===== src/rtl/key_pkg.sv =====
// Shared definitions for the keypad entry path: key codes, FSM encoding and key classifiers.
package key_pkg;

   localparam logic [3:0] KEY_ENTER = 4'hA;
   localparam logic [3:0] KEY_BKSP  = 4'hB;
   localparam logic [3:0] KEY_CLR   = 4'hC;

   typedef enum logic [1:0] {IDLE, EDIT, CONVERT, DONE} state_e;

   function automatic logic is_digit(input logic [3:0] k);
      return k <= 4'd9;
   endfunction

   // Codes D-F carry no meaning anywhere in the entry flow.
   function automatic logic is_active(input logic [3:0] k);
      return k <= KEY_CLR;
   endfunction

endpackage


===== src/rtl/bcd_to_bin_seq.sv =====
// Sequential BCD-to-binary converter: one digit per cycle, most significant first.
// A start pulse loads the accumulator; done_o pulses once the last digit has been folded in.
module bcd_to_bin_seq
   import key_pkg::*;
#(
   parameter int unsigned DIGITS = 3,
   parameter int unsigned VAL_W  = 10
) (
   input  logic                  clk,
   input  logic                  rst_n,
   input  logic                  start_i,
   input  logic [4*DIGITS-1:0]   bcd_i,
   output logic [VAL_W+3:0]      acc_o,
   output logic                  ovf_o,
   output logic                  done_o
);

   localparam int unsigned AW = VAL_W + 4;
   localparam int unsigned WW = AW + 4;
   localparam int unsigned IW = (DIGITS > 1) ? $clog2(DIGITS) : 1;

   logic [AW-1:0] acc_q, acc_d;
   logic [IW-1:0] idx_q, idx_d;
   logic          run_q, run_d;
   logic          ovf_q, ovf_d;
   logic          done_q, done_d;
   logic [3:0]    digit;
   logic [WW-1:0] mac;

   // Multiply-accumulate step; the widened result exposes wrap of the accumulator.
   always_comb begin
      digit = bcd_i[{idx_q, 2'b00} +: 4];
      mac   = (WW'(acc_q) << 3) + (WW'(acc_q) << 1) + WW'(digit);
   end

   // Next-state for the digit walk; ovf is sticky across the whole conversion.
   always_comb begin
      acc_d  = acc_q;
      idx_d  = idx_q;
      run_d  = run_q;
      ovf_d  = ovf_q;
      done_d = 1'b0;
      if (start_i) begin
         acc_d = '0;
         idx_d = IW'(DIGITS - 1);
         run_d = 1'b1;
         ovf_d = 1'b0;
      end else if (run_q) begin
         acc_d = mac[AW-1:0];
         ovf_d = ovf_q | (|mac[WW-1:AW]);
         if (idx_q == '0) begin
            run_d  = 1'b0;
            done_d = 1'b1;
         end else begin
            idx_d = idx_q - IW'(1);
         end
      end
   end

   // Converter state registers.
   always_ff @(posedge clk or negedge rst_n) begin
      if (!rst_n) begin
         acc_q  <= '0;
         idx_q  <= '0;
         run_q  <= 1'b0;
         ovf_q  <= 1'b0;
         done_q <= 1'b0;
      end else begin
         acc_q  <= acc_d;
         idx_q  <= idx_d;
         run_q  <= run_d;
         ovf_q  <= ovf_d;
         done_q <= done_d;
      end
   end

   assign acc_o  = acc_q;
   assign ovf_o  = ovf_q;
   assign done_o = done_q;

endmodule


===== src/rtl/key_entry.sv =====
// Calculator-style decimal entry from keypad codes; commits a binary setpoint on ENTER.
// Optional feature: define KEY_ENTRY_TIMEOUT_EN to abandon an idle open entry after
// TIMEOUT_CYC cycles.
module key_entry
   import key_pkg::*;
#(
   parameter int unsigned DIGITS      = 3,
   parameter int unsigned VAL_W       = 10,
   parameter int unsigned MAX_VAL     = 999,
   parameter int unsigned RESET_VAL   = 0,
   parameter int unsigned TIMEOUT_CYC = 50000000
) (
   input  logic                  clk,
   input  logic                  rst_n,
   input  logic [3:0]            key,
   input  logic                  key_valid,
   output logic [4*DIGITS-1:0]   disp_bcd,
   output logic [DIGITS-1:0]     disp_blank,
   output logic                  editing,
   output logic                  busy,
   output logic [VAL_W-1:0]      value,
   output logic                  value_valid,
   output logic                  entry_err
);

   localparam int unsigned BW = 4 * DIGITS;
   localparam int unsigned CW = $clog2(DIGITS + 1);
   localparam int unsigned AW = VAL_W + 4;
   localparam logic [AW-1:0] MaxAcc = AW'(MAX_VAL);

   state_e           state_q, state_d;
   logic [BW-1:0]    buf_q, buf_d;
   logic [CW-1:0]    count_q, count_d;
   logic [VAL_W-1:0] value_q, value_d;
   logic             vv_q, vv_d;
   logic             err_q, err_d;
   logic             key_act, timeout, conv_start, conv_ovf, conv_done, commit_ok;
   logic [AW-1:0]    conv_acc;

   assign key_act   = key_valid && is_active(key);
   assign commit_ok = !conv_ovf && (conv_acc <= MaxAcc);

`ifdef KEY_ENTRY_TIMEOUT_EN
   logic [31:0] tmo_q, tmo_d;

   assign timeout = (state_q == EDIT) && !key_act && (tmo_q == 32'(TIMEOUT_CYC - 1));

   // Idle counter: runs only in EDIT, restarts on every accepted key.
   always_comb begin
      tmo_d = '0;
      if (state_q == EDIT && !key_act && !timeout) tmo_d = tmo_q + 32'd1;
   end

   // Idle counter register.
   always_ff @(posedge clk or negedge rst_n) begin
      if (!rst_n) tmo_q <= '0;
      else        tmo_q <= tmo_d;
   end
`else
   logic unused_timeout_cyc;
   assign unused_timeout_cyc = ^TIMEOUT_CYC;
   assign timeout = 1'b0;
`endif

   // FSM state register.
   always_ff @(posedge clk or negedge rst_n) begin
      if (!rst_n) state_q <= IDLE;
      else        state_q <= state_d;
   end

   // FSM next-state; keys are only looked at in IDLE and EDIT.
   always_comb begin
      state_d = state_q;
      unique case (state_q)
         IDLE:    if (key_act && is_digit(key)) state_d = EDIT;
         EDIT: begin
            if (timeout) begin
               state_d = IDLE;
            end else if (key_act) begin
               if (key == KEY_CLR)                               state_d = IDLE;
               else if (key == KEY_BKSP && count_q == CW'(1))   state_d = IDLE;
               else if (key == KEY_ENTER)                        state_d = CONVERT;
            end
         end
         CONVERT: if (conv_done) state_d = DONE;
         DONE:    state_d = IDLE;
      endcase
   end

   // FSM outputs.
   always_comb begin
      editing = (state_q == EDIT);
      busy    = (state_q == CONVERT) || (state_q == DONE);
   end

   // Buffer, digit count and commit next-state.
   always_comb begin
      buf_d      = buf_q;
      count_d    = count_q;
      value_d    = value_q;
      vv_d       = 1'b0;
      err_d      = 1'b0;
      conv_start = 1'b0;
      unique case (state_q)
         IDLE: begin
            if (key_act && is_digit(key)) begin
               buf_d   = BW'(key);
               count_d = CW'(1);
            end
         end
         EDIT: begin
            if (timeout) begin
               buf_d   = '0;
               count_d = '0;
               err_d   = 1'b1;
            end else if (key_act) begin
               if (is_digit(key)) begin
                  if (count_q < CW'(DIGITS)) begin
                     buf_d   = (buf_q << 4) | BW'(key);
                     count_d = count_q + CW'(1);
                  end else begin
                     err_d = 1'b1;
                  end
               end else if (key == KEY_BKSP) begin
                  buf_d   = buf_q >> 4;
                  count_d = count_q - CW'(1);
               end else if (key == KEY_CLR) begin
                  buf_d   = '0;
                  count_d = '0;
               end else begin
                  conv_start = 1'b1;
               end
            end
         end
         CONVERT: begin
            if (conv_done) begin
               if (commit_ok) begin
                  value_d = conv_acc[VAL_W-1:0];
                  vv_d    = 1'b1;
               end else begin
                  err_d = 1'b1;
               end
            end
         end
         DONE: begin
            buf_d   = '0;
            count_d = '0;
         end
      endcase
   end

   // Datapath registers.
   always_ff @(posedge clk or negedge rst_n) begin
      if (!rst_n) begin
         buf_q   <= '0;
         count_q <= '0;
         value_q <= VAL_W'(RESET_VAL);
         vv_q    <= 1'b0;
         err_q   <= 1'b0;
      end else begin
         buf_q   <= buf_d;
         count_q <= count_d;
         value_q <= value_d;
         vv_q    <= vv_d;
         err_q   <= err_d;
      end
   end

   // Positions at or above the digit count are blank.
   always_comb begin
      disp_blank = '1;
      for (int i = 0; i < int'(DIGITS); i++) disp_blank[i] = (CW'(i) >= count_q);
   end

   bcd_to_bin_seq #(
      .DIGITS (DIGITS),
      .VAL_W  (VAL_W)
   ) u_conv (
      .clk     (clk),
      .rst_n   (rst_n),
      .start_i (conv_start),
      .bcd_i   (buf_q),
      .acc_o   (conv_acc),
      .ovf_o   (conv_ovf),
      .done_o  (conv_done)
   );

   assign disp_bcd    = buf_q;
   assign value       = value_q;
   assign value_valid = vv_q;
   assign entry_err   = err_q;

endmodule


===== config.mk =====
export PLATFORM = sky130hd
export DESIGN_NAME = key_entry
export DESIGN_NICKNAME = d
export VERILOG_FILES = /design/src/rtl/key_pkg.sv /design/src/rtl/bcd_to_bin_seq.sv /design/src/rtl/key_entry.sv
export SDC_FILE = /design/constraint.sdc
export NUM_CORES = 1
export LEC_CHECK = 0
export CAP_MARGIN = 25
export CORE_MARGIN = 4
export CORE_UTILIZATION = 53
export CTS_BUF_LIST = sky130_fd_sc_hd__clkbuf_8 sky130_fd_sc_hd__clkbuf_16
export CTS_CLUSTER_DIAMETER = 50
export DETAILED_ROUTE_END_ITERATION = 8
export GPL_ROUTABILITY_DRIVEN = 0
export HOLD_SLACK_MARGIN = 0.15
export PLACE_DENSITY = 0.84
export SETUP_SLACK_MARGIN = 0.2
export SLEW_MARGIN = 20
export SYNTH_ARGS = -nofsm -noshare
export SYNTH_HDL_FRONTEND = slang
export SYNTH_SLANG_ARGS = --single-unit

===== constraint.sdc =====
create_clock -name clk -period 3.71 [get_ports clk]
set_input_delay 0.371 -clock clk [delete_from_list [all_inputs] [get_ports clk]]
set_output_delay 0.371 -clock clk [all_outputs]
set_load 0.1 [all_outputs]

[Word level (Yosys, flattened, before mapping)]
Cells that the tools add are included.
Operators by class
  reductions and logical operators: 15
  shift-type cells: 1
  add/sub/neg operators: 5
  eq/ne operators: 14
  magnitude comparators: 7
  multiplexer cells: 47
  bitwise logic cells: 2
Operator list (count)
  $mux W12: 6
  $pmux W12 S3: 1
  $mux W14: 2
  $mux W2: 14
  $mux W1: 21
  $add A17 B15 Y18: 1
  $add A18 B4 Y18: 1
  $le A14 B10 Y1 const B: 1
  $eq A4 B4 Y1 const B: 3
  $or A12 B4 Y12: 1
  $shiftx A12 B5 Y4: 1
  $le A4 B4 Y1 const B: 2
  $ne A4 B1 Y1 const B: 2
  $pmux W2 S4: 1
  $pmux W2 S3: 1
  $reduce_and A5 Y1: 1
  $eq A2 B1 Y1 const B: 2
  $eq A2 B2 Y1 const B: 2
  $ge A1 B2 Y1 const A: 2
  $logic_and A1 B1 Y1: 4
  $logic_not A2 Y1: 2
  $ne A2 B1 Y1 const B: 2
  $ne A2 B2 Y1 const B: 2
  $reduce_and A4 Y1: 1
  14 further kinds: 15
Storage, ports and cells
  register bits: 47
  logic and storage cells: 102

[Longest topological paths before layout]
Gate-level depths: netlist of the first run.
  word-level depth: 8
  gate-level depth with buffers: 14
  depth with buffers taken out: 14

[Hierarchy]
From an unflattened synthesis of the first run, not the netlist that was laid out.
Second synthesis, totals
  cells, all modules: 330
  area total of the unflattened synthesis: 3384.5 µm²
By module, submodules not included
  bcd_to_bin_seq: cells an instance 185, sequential area each 475.5 µm², area an instance 1759.2 µm², instances 1
  key_entry: cells an instance 145, sequential area each 700.7 µm², area an instance 1625.3 µm², instances 1

[Worst setup path after synthesis of the first run]
No wires, ideal clock.
  path type: register to register
  start point: reg buf_q[11] (netlist: disp_bcd[11])
  end point: reg u_conv.ovf_q (netlist: u_conv.ovf_o)
  setup time: 0.130 ns
  arrival time: 3.414 ns
  required time: 3.580 ns
  stages on the path, launching flop included: 14
  clock period less this slack: 3.544 ns
  path slack: 0.166 ns
  cells stage by stage: dfrtp_1 mux2i_1 nor2_1 a21oi_1 fa_1 inv_1 fa_1 a21o_1 a221oi_2 o21a_1 o21ai_0 a21oi_1 xor2_1 a31oi_1
Between the ends
  word-level cells in the longest chain between the ends: 6
RTL lines
  start: declaration: line key_entry.sv:32  | logic [BW-1:0] buf_q, buf_d;
  start signal: assignment: line key_entry.sv:161  | buf_q <= buf_d;
  $shiftx A12 B5 Y4: line bcd_to_bin_seq.sv:32  | digit = bcd_i[{idx_q, 2'b00} +: 4];
  $add A18 B4 Y18: line bcd_to_bin_seq.sv:33  | mac = (WW'(acc_q) << 3) + (WW'(acc_q) << 1) + WW'(digit);
  $reduce_or A4 Y1: line bcd_to_bin_seq.sv:50  | ovf_d = ovf_q | (|mac[WW-1:AW]);
  $or A1 B1 Y1: line bcd_to_bin_seq.sv:50
  $mux W1: line bcd_to_bin_seq.sv:48  | end else if (run_q) begin
  $mux W1: line bcd_to_bin_seq.sv:43  | if (start_i) begin
  end signal: assignment: line bcd_to_bin_seq.sv:72  | ovf_q <= ovf_d;
  end: declaration: line bcd_to_bin_seq.sv:25  | logic ovf_q, ovf_d;
No other way between the ends. The select of a mux whose other input is x is not followed.
A chain may end at the register's enable or synchronous reset.

[Worst setup path after layout of the first run]
  start point: reg u_conv.idx_q[0]
  end point: reg u_conv.ovf_q (netlist: u_conv.ovf_o)
Between the ends
  word-level cells in the longest chain between the ends: 6
RTL lines
  start: declaration: line bcd_to_bin_seq.sv:23  | logic [IW-1:0] idx_q, idx_d;
  start signal: assignment: line bcd_to_bin_seq.sv:70  | idx_q <= idx_d;
  $shiftx A12 B5 Y4: line bcd_to_bin_seq.sv:32
  $add A18 B4 Y18: line bcd_to_bin_seq.sv:33
  $reduce_or A4 Y1: line bcd_to_bin_seq.sv:50
  $or A1 B1 Y1: line bcd_to_bin_seq.sv:50
  $mux W1: line bcd_to_bin_seq.sv:48
  $mux W1: line bcd_to_bin_seq.sv:43
No other way between the ends. The select of a mux whose other input is x is not followed.

==> results.json, run 1 <==
{
  "critPathMaxFanout": 5,
  "clkSinkCount": 47,
  "drt_iter0_drc": 190,
  "setup.worst_path.end_class": "flop",
  "drv_cap": 0,
  "wl_per_cell_um": 15.70,
  "die_width_um": 85.41,
  "grt_pass1_wl_mm": 11.74,
  "crit_type": "flop to flop",
  "start_kind": "flop",
  "vias_per_cell": 5.769,
  "synth_seq_cells": 47,
  "htreeDepth": 2,
  "slew_headroom_pct": 33.87,
  "hp-class": "flop to flop",
  "overflow": 0,
  "post_cts_buffers": 0,
  "nFillCells": 441,
  "yosysWarnings": 0,
  "start_util_pct": 56.29,
  "worstReg2RegStart": "u_conv.idx_q[0]",
  "avgSynthCellArea_um2": 9.423,
  "synth_compound_area_share_pct": 15.64,
  "holdPathStages": 1,
  "synth-simple-area-share_pct": 16.00,
  "min_from": "value[6]",
  "nets": 414,
  "rows": 27,
  "drive_gt1_share_pct": 7.317,
  "cts_tree": "built",
  "status": "completed",
  "cp.required_ns": 3.89,
  "synthMuxAreaShare_pct": 8.589,
  "postRouteAntennaNets": 0,
  "cts-buffers-inserted": 5,
  "routed_wl_mm": 6.925,
  "synth-xor-area-share_pct": 3.586,
  "synthAdderAreaFrac_pct": 15.84,
  "drt-pass1-iter-count": 4,
  "max_clock_freq_mhz": 304.7,
  "clk_pin_slew_ns": 0.09,
  "drc": 0,
  "clock_latency_ns": 0.30,
  "setup_tns_ns": 0,
  "route.met3.wl_um": 212,
  "slew_viol_final": 0,
  "r2r_slack_ns": 0.43,
  "synth_fp_nets": 383,
  "area_growth_pct": 15.96,
  "syn_area_um2": 3176,
  "synthArstFlopShare_pct": 100.0,
  "finalSetupViolations": 0,
  "dp_hpwl_mm": 4.918,
  "core-area_um2": 5642,
  "synth.distinct_cells": 46,
  "dpl_worst_slack_ns": 0.4514,
  "setup_ws_ns": 0.4283,
  "r2r-end": "u_conv.ovf_o",
  "clock_skew_ns": 0.006892,
  "seq_area_frac_synth_pct": 37.04,
  "rsz0062_at_grt": "no",
  "synth_cells": 337,
  "antenna_cells": 0,
  "clockBufferDepth": 2,
  "grt_max_degree": 48,
  "portBuffers": 35,
  "dr.max_layer_used": "met4",
  "finalHoldViolCount": 0,
  "route.met2.wl_mm": 3.313,
  "dieArea_um2": 7294,
  "die_h_um": 85.41,
  "grt_pass1_vias": 2455,
  "finalCritPeriodShare_pct": 88.46,
  "route.vias.total": 2544,
  "worstRegToRegCells": 13,
  "antenna_found_initial": 0,
  "ioPinCount": 36,
  "globalRouteTotalUtil_pct": 19.54,
  "wl_met1_mm": 3.306,
  "tightest_slew_ns": 0.9889,
  "hold_path_end": "value[6]",
  "period_needed_ns": 3.282,
  "cp.arrival_ns": 3.46,
  "synth_edf_count": 0,
  "root_buffer": "clkbuf_8",
  "synth_top_family_by_area": "simple AND/OR/NAND/NOR gates",
  "synthFlopType": "dfrtp_1"
}
[cells in the mapped netlist (3+ instances only)]
master | n | area share (%)
o31ai_1 | 3 | 0.71
xor2_1 | 3 | 0.83
xnor2_1 | 10 | 2.8
nand3b_1 | 3 | 0.71
nand2b_1 | 8 | 1.6
nand4_1 | 3 | 0.59
clkbuf_1 | 8 | 0.95
o21ai_0 | 30 | 4.7
a21oi_1 | 16 | 2.5
a22oi_1 | 6 | 1.4
a21o_1 | 5 | 1.2
nor2_1 | 33 | 3.9
o211ai_1 | 3 | 0.71
mux2_2 | 10 | 3.5
a211oi_1 | 4 | 0.95
nand3_1 | 7 | 1.1
and3_1 | 4 | 0.79
dfrtp_1 | 47 | 37
inv_1 | 12 | 1.4
buf_2 | 3 | 0.47
nand2_1 | 35 | 4.1
ha_1 | 37 | 15
mux2i_1 | 16 | 5.0
[final cells by class]
class / instances / area, µm² / area share [%]
multi-input combinational: 265 / 1908 / 51.82
inverter: 12 / 45.04 / 1.223
sequential: 47 / 1179 / 32.01
timing repair buffer: 37 / 365.4 / 9.922
clock buffer: 6 / 82.58 / 2.243
tap: 72 / 90.09 / 2.446
clock inverter: 2 / 12.51 / 0.3398
[stage by stage]
stage / util, % / cell area, µm² / instances / hold slack (ns)
2_1_floorplan: - / 3178 / 337 / 0.07541
3_3_place_gp: 63.12 / 3561 / 432 / 0.4896
3_5_place_dp: 63.12 / 3561 / 432 / 0.4953
4_1_cts: 64.80 / 3656 / 440 / 0.2818
5_1_grt: 65.27 / 3682 / 441 / 0.5267
6_report: 65.27 / 3682 / 441 / 0.5122
[logic make-up (layout without fill, tap and decap cells)]
| kind of cell | Yosys count | in the layout |
|---|---|---|
| mux | 26 | 26 |
| flops | 47 | 47 |
| xor+xnor | 13 | 13 |
| compound gates | 80 | 80 |
| fa+ha+maj | 39 | 39 |
| buf+inv | 25 | 57 |
| simple gates | 107 | 107 |
[repair_timing]
item,4_1_cts,5_1_grt
resized for setup,0,2
hold buffers,0,1
setup endpoints to repair,0,1
hold endpoints to repair,0,47
[critical path: stages, from the launching register on]
cell and delay (ns):
dfrtp_1 0.42, inv_1 0.11, nor2_2 0.21, a21oi_1 0.13
fa_1 0.49, inv_1 0.07, fa_1 0.46, a21o_1 0.23
a221oi_4 0.33, o21a_1 0.21, o21ai_0 0.09, a21oi_1 0.18
xor2_1 0.16, a31oi_1 0.09
[layout by cell type (no fill, tap or decap), types with 3 or more instances in the layout]
cell type,n
dfrtp_1,45
ha_1,37
nand2_1,35
clkdlybuf4s50_1,34
nor2_1,32
o21ai_0,30
mux2i_1,16
a21oi_1,16
inv_1,13
mux2_2,10
xnor2_1,10
nand2b_1,8
nand3_1,7
a22oi_1,6
clkbuf_8,6
a21o_1,5
and3_1,4
a211oi_1,4
nand4_1,3
o31ai_1,3
o211ai_1,3
nand3b_1,3
xor2_1,3
[flip-flops by register name (all words and copies together) (netlist names), named ones only]
name           flops
value_valid        1
u_conv.ovf_o       1
u_conv.done_o      1
u_conv.idx_q       2
disp_bcd          12
u_conv.acc_o      14
u_conv.run_q       1
entry_err          1
value             10
count_q            2
state_q            1
[metal layers]
metal  vias up  global-route usage, %
met5         -                      0
met1      1220                  27.23
met2        53                  31.43
li1       1264                      -
met3         7                  2.913
met4         0                  5.899
[worst max path at each step]
stage              endpoint            start  slack (ns)
2_1_floorplan  u_conv.ovf_o      disp_bcd[7]        0.31
3_3_place_gp   u_conv.ovf_o  u_conv.idx_q[1]        0.58
3_5_place_dp   u_conv.ovf_o  u_conv.idx_q[1]        0.45
4_1_cts        u_conv.ovf_o  u_conv.idx_q[1]        0.39
5_1_grt        u_conv.ovf_o  u_conv.idx_q[0]        0.21
6_report       u_conv.ovf_o  u_conv.idx_q[0]        0.43
Power of run 1 is not shown: default switching activity piles up to over one toggle a cycle in this logic, so the estimate is an artifact.
==> inputs of run 2 (changes only) <==
Clock period 3.71 ns to 3.4 ns, I/O delays scaled along.
==> run 2 against run 1 <==
- first-iteration DRC count decreased by 30%
- die area did not move
- fmax increased by 7.8%
- utilization rose by 1.2 points
- global-route usage rose by 0.73 points
- register-to-register slack got worse by 0.07 ns
- via count is 1.1% higher
- flip-flop and latch count unchanged
- routed wire length is 1.4% higher
- critical path depth stayed put
- hold slack improved by 0.0050 ns
==> results.json, run 2 (synthesis results as in run 1) <==
{
  "grt_pass1_vias": 2570,
  "vias_per_cell": 5.793,
  "slew_viol_final": 0,
  "antenna_cells": 0,
  "cts-buffers-inserted": 5,
  "htreeDepth": 2,
  "area_growth_pct": 18.01,
  "die_width_um": 85.41,
  "cts_tree": "built",
  "core-area_um2": 5642,
  "start_util_pct": 56.29,
  "antenna_found_initial": 0,
  "multi_input_area_um2": 1918,
  "clock_latency_ns": 0.30,
  "ioPinCount": 36,
  "routed_wl_mm": 7.024,
  "period_needed_ns": 3.044,
  "drt_iter0_drc": 133,
  "tightest_slew_ns": 0.9920,
  "layout_commonest_cell": "dfrtp_1",
  "nFillCells": 435,
  "grt_pass1_wl_mm": 12.16,
  "drt-pass1-iter-count": 4,
  "largest_reg_flops": 14,
  "dieArea_um2": 7294,
  "dp_hpwl_mm": 4.998,
  "route.vias.total": 2572,
  "cp.arrival_ns": 3.23,
  "holdPathStages": 1,
  "drc": 0,
  "rsz0062_at_grt": "no",
  "finalSetupViolations": 0,
  "portBuffers": 35,
  "drive_gt1_share_pct": 10.75,
  "crit_type": "flop to flop",
  "clockBufferDepth": 2,
  "die_h_um": 85.41,
  "finalCritPeriodShare_pct": 89.52,
  "clkSinkCount": 47,
  "clock_skew_ns": 0.005310,
  "globalRouteTotalUtil_pct": 20.27,
  "hp-class": "flop to flop",
  "nets": 417,
  "critPathMaxFanout": 7,
  "max_clock_freq_mhz": 328.5,
  "clk_pin_slew_ns": 0.09,
  "worstRegToRegCells": 13,
  "setup.worst_path.end_class": "flop",
  "cp.required_ns": 3.58,
  "start_kind": "flop",
  "status": "completed",
  "slew_headroom_pct": 33.66,
  "finalHoldViolCount": 0,
  "setup_tns_ns": 0,
  "grt_max_degree": 48,
  "postRouteAntennaNets": 0,
  "wl_per_cell_um": 15.82,
  "final_cell_mix": "dfrtp_1 (40), ha_1 (37), nand2_1 (35)",
  "overflow": 0,
  "rows": 27,
  "root_buffer": "clkbuf_8",
  "drv_cap": 0,
  "regArea_um2": 1190
}
==> run 2: cell count changes in the layout (fill, tap and decap cells not counted), moves of 2 or more <==
cell,before,now
clkdlybuf4s50_1,34,32
buf_4,2,7
dfrtp_4,0,2
dfrtp_1,45,40
dfrtp_2,2,5
==> run 2: path summary, 6_finish.rpt <==
check | startpoint | to | slack, ns
max reg2reg | u_conv.idx_q[1] | u_conv.ovf_o | 0.36
min in group asynchronous | rst_n | u_conv.acc_o[7] | 0.61
max | u_conv.idx_q[1] | u_conv.ovf_o | 0.36
max in group asynchronous | rst_n | disp_bcd[11] | 2.34
min reg2reg | value[7] | value[7] | 0.52
min | value[7] | value[7] | 0.52
==> run 2: per-layer routing <==
metal	routed length, µm	vias up	track usage (%)	share of wire [%]
li1	-	1267	-	-
met2	3408	58	32.77	49
met4	102	0	6.331	1.5
met3	269	9	3.398	3.8
met1	3244	1238	27.78	46
met5	0	-	0	0
==> run 2: worst max-delay path: stages (launching register included) <==
cell	delay [ns]
dfrtp_2	0.49
mux2i_1	0.14
nor2_1	0.09
a21oi_1	0.06
fa_1	0.48
inv_1	0.07
fa_2	0.40
a21o_1	0.22
a221oi_4	0.29
o21a_1	0.19
o21ai_0	0.08
a21oi_1	0.16
xor2_1	0.16
a31oi_1	0.09
==> run 2: area by class of cell <==
| class | count | area share [%] |
|---|---|---|
| Tap cell | 72 | 2.404 |
| Sequential cell | 47 | 31.75 |
| Multi-Input combinational cell | 265 | 51.19 |
| Clock buffer | 6 | 2.204 |
| Clock inverter | 2 | 1.035 |
| Inverter | 12 | 1.202 |
| Timing Repair Buffer | 40 | 10.22 |
==> run 2: through the flow <==
step	hold slack [ns]	util, %	cell area [µm²]	worst slack, ns	cells
final	0.5172	66.42	3747	0.3562	444
after global routing	0.5441	66.42	3747	0.2265	444
after CTS	0.2505	65.62	3702	0.2064	440
after detailed placement	0.4960	63.21	3566	0.1446	432
after global placement	0.4903	63.21	3566	0.2625	432
after floorplan	0.04441	-	3188	0.2700	337
==> run 2: repair_timing <==
item	in CTS	in global routing
setup buffers	0	3
hold buffers	0	1
pin swaps	0	4
setup endpoints to repair	1	3
resized for setup	3	3
endpoints found under the hold margin	0	47
Power of run 2 is left out for the same reason.
==> RTL edit 1: new RTL, settings of run 2 <==
Re-encode `state_e` (4 states) as one-hot, 4 bits wide.
--- a/src/rtl/key_pkg.sv
+++ b/src/rtl/key_pkg.sv
@@ -5,7 +5,7 @@
    localparam logic [3:0] KEY_BKSP  = 4'hB;
    localparam logic [3:0] KEY_CLR   = 4'hC;
 
-   typedef enum logic [1:0] {IDLE, EDIT, CONVERT, DONE} state_e;
+   typedef enum logic [3:0] {IDLE = 4'b0001, EDIT = 4'b0010, CONVERT = 4'b0100, DONE = 4'b1000} state_e;
 
    function automatic logic is_digit(input logic [3:0] k);
       return k <= 4'd9;
Formal check against the unedited RTL: no difference found for any inputs over 4 cycles, from zero or initial values and one cycle with rst_n low; so few cycles prove little.
==> RTL edit 1 against run 2 <==
Wire length is 5.4% higher. Cell area is 3.3% higher. Setup slack worse by 0.074 ns. Die area is 1.8% higher. Critical path depth is 1 lower. Sequential share of layout area is 0.28 points higher. Synthesized area is 2.0% higher. Sequential cell count is 2 higher.
Power is not shown: default switching activity piles up to over one toggle a cycle in this logic, so the estimate is an artifact.
==> RTL edit 1: results <==
group,metric,value,unit
worst_setup_path,crit_type,"reg -> reg",
routing,dr.first_iter.drc_count,200,
final_layout,layout-drive-gt1-share,14.8,%
outcome,outcome,"finished clean",
final_layout,inserted_diodes,0,
routing,via_per_inst,5.87,
routing,drt_first_pass_iters,4,
clocking,clock_tree.root_cell,"clkbuf_8",
clocking,cts_buffers,5,
synth,synth_area_leaders,"dfrtp_1 37%, ha_1 12%, mux2i_1 4.9%, nor2_1 4.3%, a21oi_1 3.4%",
placement,port-buffer-count,35,
sta,finClkSkew,0.00749,ns
worst_setup_path,ff2ff_path_depth,12,
worst_setup_path,rr_startpoint,"disp_bcd[11]$_DFFE_PN0P_",
worst_setup_path,timing.critical_path.slowest_cell_delay,0.48,ns
clocking,clkSlewWorstSetupHoldPaths,0.09,ns
synth,synth-async-reset-ratio,100,%
sta,slew-limit-headroom,33.4,%
synth,ys_warnings,0,
grt,gr-usage-all-layers,20.3,%
clocking,clock_tree.buffer_depth,2,
worst_setup_path,critical_path.endpoint,"u_conv.ovf_o$_DFFE_PN0P_",
worst_setup_path,cp-end-kind,"register",
worst_setup_path,critical_path.max_fanout,2,
synth,synthesis.nets,379,
worst_setup_path,critPathSlowestCell,"dfrtp_4",
synth,synth.distinct_cells,52,
grt,via_count_of_the_first_global_routing_pass,2539,
worst_setup_path,worst-endpoint-arrival,3.32,ns
final_layout,largest_register_ffs,14,
final_layout,net_count_final,419,
placement,dpl_worst_slack,0.176,ns
grt,antenna_found_initial,0,
grt,grt_pass1_wl,12200,um
clocking,cts-htree-levels,2,
worst_setup_path,critical_path.top_delay_family,"compound AO/OA/AOI/OAI gates",
clocking,clk-insertion-delay-late,0.31,ns
routing,routed_wirelength,7410,um
sta,finalWorstSetupSlack,0.282,ns
synth,yosys_most_used_dff,"dfrtp_1",
min_path,hold_path_class,"reg -> reg",
grt,grt_max_degree,29,
synth,synthTopCellsByCount,"48 x dfrtp_1, 37 x nor2_1, 32 x ha_1",
synth,seq_area_frac_synth,37.9,%
placement,hpwlAfterDp,5410,um
==> RTL edit 1: worst min-delay path by stage <==
stage                             from                endpoint  slack, ns  depth (start not counted)
4_1_cts        u_conv.done_o$_DFF_PN0_  state_q[2]$_DFFE_PN0P_       0.46                          1
3_5_place_dp                     rst_n  state_q[1]$_DFFE_PN0P_       0.34                          1
3_3_place_gp   u_conv.done_o$_DFF_PN0_  state_q[2]$_DFFE_PN0P_       0.43                          1
5_1_grt        u_conv.done_o$_DFF_PN0_  state_q[2]$_DFFE_PN0P_       0.48                          1
6_report       u_conv.done_o$_DFF_PN0_  state_q[2]$_DFFE_PN0P_       0.47                          1
2_1_floorplan                    rst_n  count_q[0]$_DFFE_PN0P_       0.04                          0
==> RTL edit 1: through the flow <==
| stage | area [um2] | utilization, % | hold WS, ns | cells |
|---|---|---|---|---|
| after global placement | 3660 | 61.8 | 0.432 | 438 |
| after detailed placement | 3680 | 62.1 | 0.340 | 439 |
| after global routing | 3870 | 65.4 | 0.478 | 454 |
| final | 3870 | 65.4 | 0.466 | 454 |
| after floorplan | 3260 | - | 0.0444 | 338 |
| after CTS | 3810 | 64.4 | 0.461 | 451 |
==> RTL edit 1: cell type report <==
class	count	area, um2
fill	456	2050
inverter	23	86.3
multi-input combinational	250	1900
sequential	49	1240
tap	75	93.8
clock inverter	2	13.8
clock buffer	6	82.6
timing repair buffer	49	458
==> RTL edit 1: kinds of logic (layout without fill, tap and decap cells) <==
group,count (synthesis),in the layout,synth area share [%]
AOI/OAI and AO/OA,92,92,18.1
xor gates and xnor gates,15,15,4.06
adders and majority gates,34,34,13.6
buffers and inverters,39,80,5.29
DFF,49,49,37.9
muxes,27,27,8.77
and+or+nand+nor,82,82,12.3
==> RTL edit 1: timing repair <==
action,CTS,global route
setup endpoints to repair,1,4
buffers inserted,3,3
gates resized for setup,1,7
pin swaps,4,7
hold buffers,1,0
endpoints found under the hold margin,21,0
==> RTL edit 1: per-layer routing <==
metal / routed length [um] / track usage, % / up-vias
li1: - / - / 1295
met1: 3350 / 28.0 / 1293
met2: 3650 / 33.6 / 66
met3: 296 / 3.61 / 12
met4: 116 / 4.53 / 0
met5: 0 / 0 / -
==> RTL edit 2: new RTL, config.mk and constraints of run 2 <==
Without the edit above. `DIGITS` is set to 3 in 2 places; all go to 2.
--- a/src/rtl/bcd_to_bin_seq.sv
+++ b/src/rtl/bcd_to_bin_seq.sv
@@ -3,7 +3,7 @@
 module bcd_to_bin_seq
    import key_pkg::*;
 #(
-   parameter int unsigned DIGITS = 3,
+   parameter int unsigned DIGITS = 2,
    parameter int unsigned VAL_W  = 10
 ) (
    input  logic                  clk,
--- a/src/rtl/key_entry.sv
+++ b/src/rtl/key_entry.sv
@@ -4,7 +4,7 @@
 module key_entry
    import key_pkg::*;
 #(
-   parameter int unsigned DIGITS      = 3,
+   parameter int unsigned DIGITS      = 2,
    parameter int unsigned VAL_W       = 10,
    parameter int unsigned MAX_VAL     = 999,
    parameter int unsigned RESET_VAL   = 0,
Interface: changed (resized disp_bcd and disp_blank); port bits go from 36 to 31. The function was not compared with the original's and may differ.
==> RTL edit 2 against run 2 <==
First-iteration DRC count down 5.3%. Cell area decreased by 3.8%. Non-clock buffer count unchanged. Sequential cell count decreased by 5. Setup slack lost 0.061 ns. Synthesized area shrank 6.7%. Wire length decreased by 3.6%. Critical path type unchanged. Critical endpoint unchanged.
Power is not shown: default switching activity piles up to over one toggle a cycle in this logic, so the estimate is an artifact.
==> RTL edit 2: results <==
group,metric,value,unit
grt,groute.layer.met3.usage,3.25,%
synth,postSynthAreaPerCell,9.49,um2
sta,hold-worst-slack,0.491,ns
synth,synth-compound-area-share,16.3,%
synth,synth_top_family_by_area,"compound AO/OA/AOI/OAI gates",
synth,synthesis.nets,355,
grt,globalRouteMet2Util,33.5,%
routing,dr.first_iter.drc_count,126,
synth,synthTopCellsByCount,"42 x dfrtp_1, 34 x ha_1, 30 x nor2_1",
worst_setup_path,rr_startpoint,"u_conv.idx_q$_DFFE_PN0P_",
grt,grt_max_degree,43,
placement,port-buffer-count,30,
sta,slew-limit-headroom,34.6,%
synth,post_synth_xor_area_fraction,3.25,%
grt,grt_pass1_wl,10900,um
final_layout,fillerInstances,405,
clocking,cts_resized,2,
final_layout,layoutNonFillerInstCount,418,
synth,synth_fa_ha_area_share,15.7,%
placement,numPlacedInstances,403,
routing,wl_met3,226,um
placement,placement.cell_area,3330,um2
synth,yosys-mux-area-fraction,9.63,%
routing,met2RoutedLength,3380,um
grt,gr-usage-all-layers,20.6,%
outcome,outcome,"finished clean",
grt,via_count_of_the_first_global_routing_pass,2331,
routing,wl_met1,3070,um
grt,grtUsageMet1,28.2,%
placement,dpl_worst_slack,0.111,ns
synth,synth_area_leaders,"dfrtp_1 35%, ha_1 14%, mux2i_1 5.1%, nor2_1 3.8%, mux2_1 3.4%",
synth,seq_area_frac_synth,35.5,%
final_layout,layout-drive-gt1-share,13.8,%
worst_setup_path,worst-endpoint-arrival,3.29,ns
routing,via_per_inst,5.85,
routing,detail_route.wl_per_cell,16.2,um
sta,finClkSkew,0.00991,ns
synth,synth.distinct_cells,52,
## RTL edit 2: cell types whose count changed after synthesis, moves of 5 or more
cell,before,now
nand2_1,35,10
nand3_1,7,13
inv_1,12,24
mux2_1,0,9
nor3_1,2,7
o21ai_0,30,20
mux2_2,10,3
dfrtp_1,47,42
## RTL edit 2: final cells by class
type / instances / area [um2] / share of cell area (%)
multi-input combinational: 234 / 1840 / 51.0
sequential: 42 / 1060 / 29.5
timing repair buffer: 40 / 385 / 10.7
inverter: 24 / 90.1 / 2.50
tap: 70 / 87.6 / 2.43
clock buffer: 5 / 68.8 / 1.91
clock inverter: 3 / 68.8 / 1.91
## RTL edit 2: worst max-delay path by stage
stage                              from                  endpoint  slack, ns  cells past startpoint
3_5_place_dp   u_conv.idx_q$_DFFE_PN0P_  u_conv.ovf_o$_DFFE_PN0P_       0.11                     12
2_1_floorplan   disp_bcd[7]$_DFFE_PN0P_  u_conv.ovf_o$_DFFE_PN0P_       0.20                     10
5_1_grt        u_conv.idx_q$_DFFE_PN0P_  u_conv.ovf_o$_DFFE_PN0P_       0.19                     12
4_1_cts        u_conv.idx_q$_DFFE_PN0P_  u_conv.ovf_o$_DFFE_PN0P_       0.21                     12
3_3_place_gp   u_conv.idx_q$_DFFE_PN0P_  u_conv.ovf_o$_DFFE_PN0P_       0.21                     12
6_report       u_conv.idx_q$_DFFE_PN0P_  u_conv.ovf_o$_DFFE_PN0P_       0.30                     12
## RTL edit 2: worst register-to-register path, stage by stage (launching register included)
cell	delay (ns)
dfrtp_2	0.48
mux2_4	0.33
ha_4	0.27
ha_4	0.13
inv_1	0.05
fa_2	0.37
nand2b_4	0.16
a21oi_4	0.17
nor4b_4	0.08
o31ai_2	0.33
o2111ai_2	0.18
a2111oi_2	0.38
nor2_1	0.07
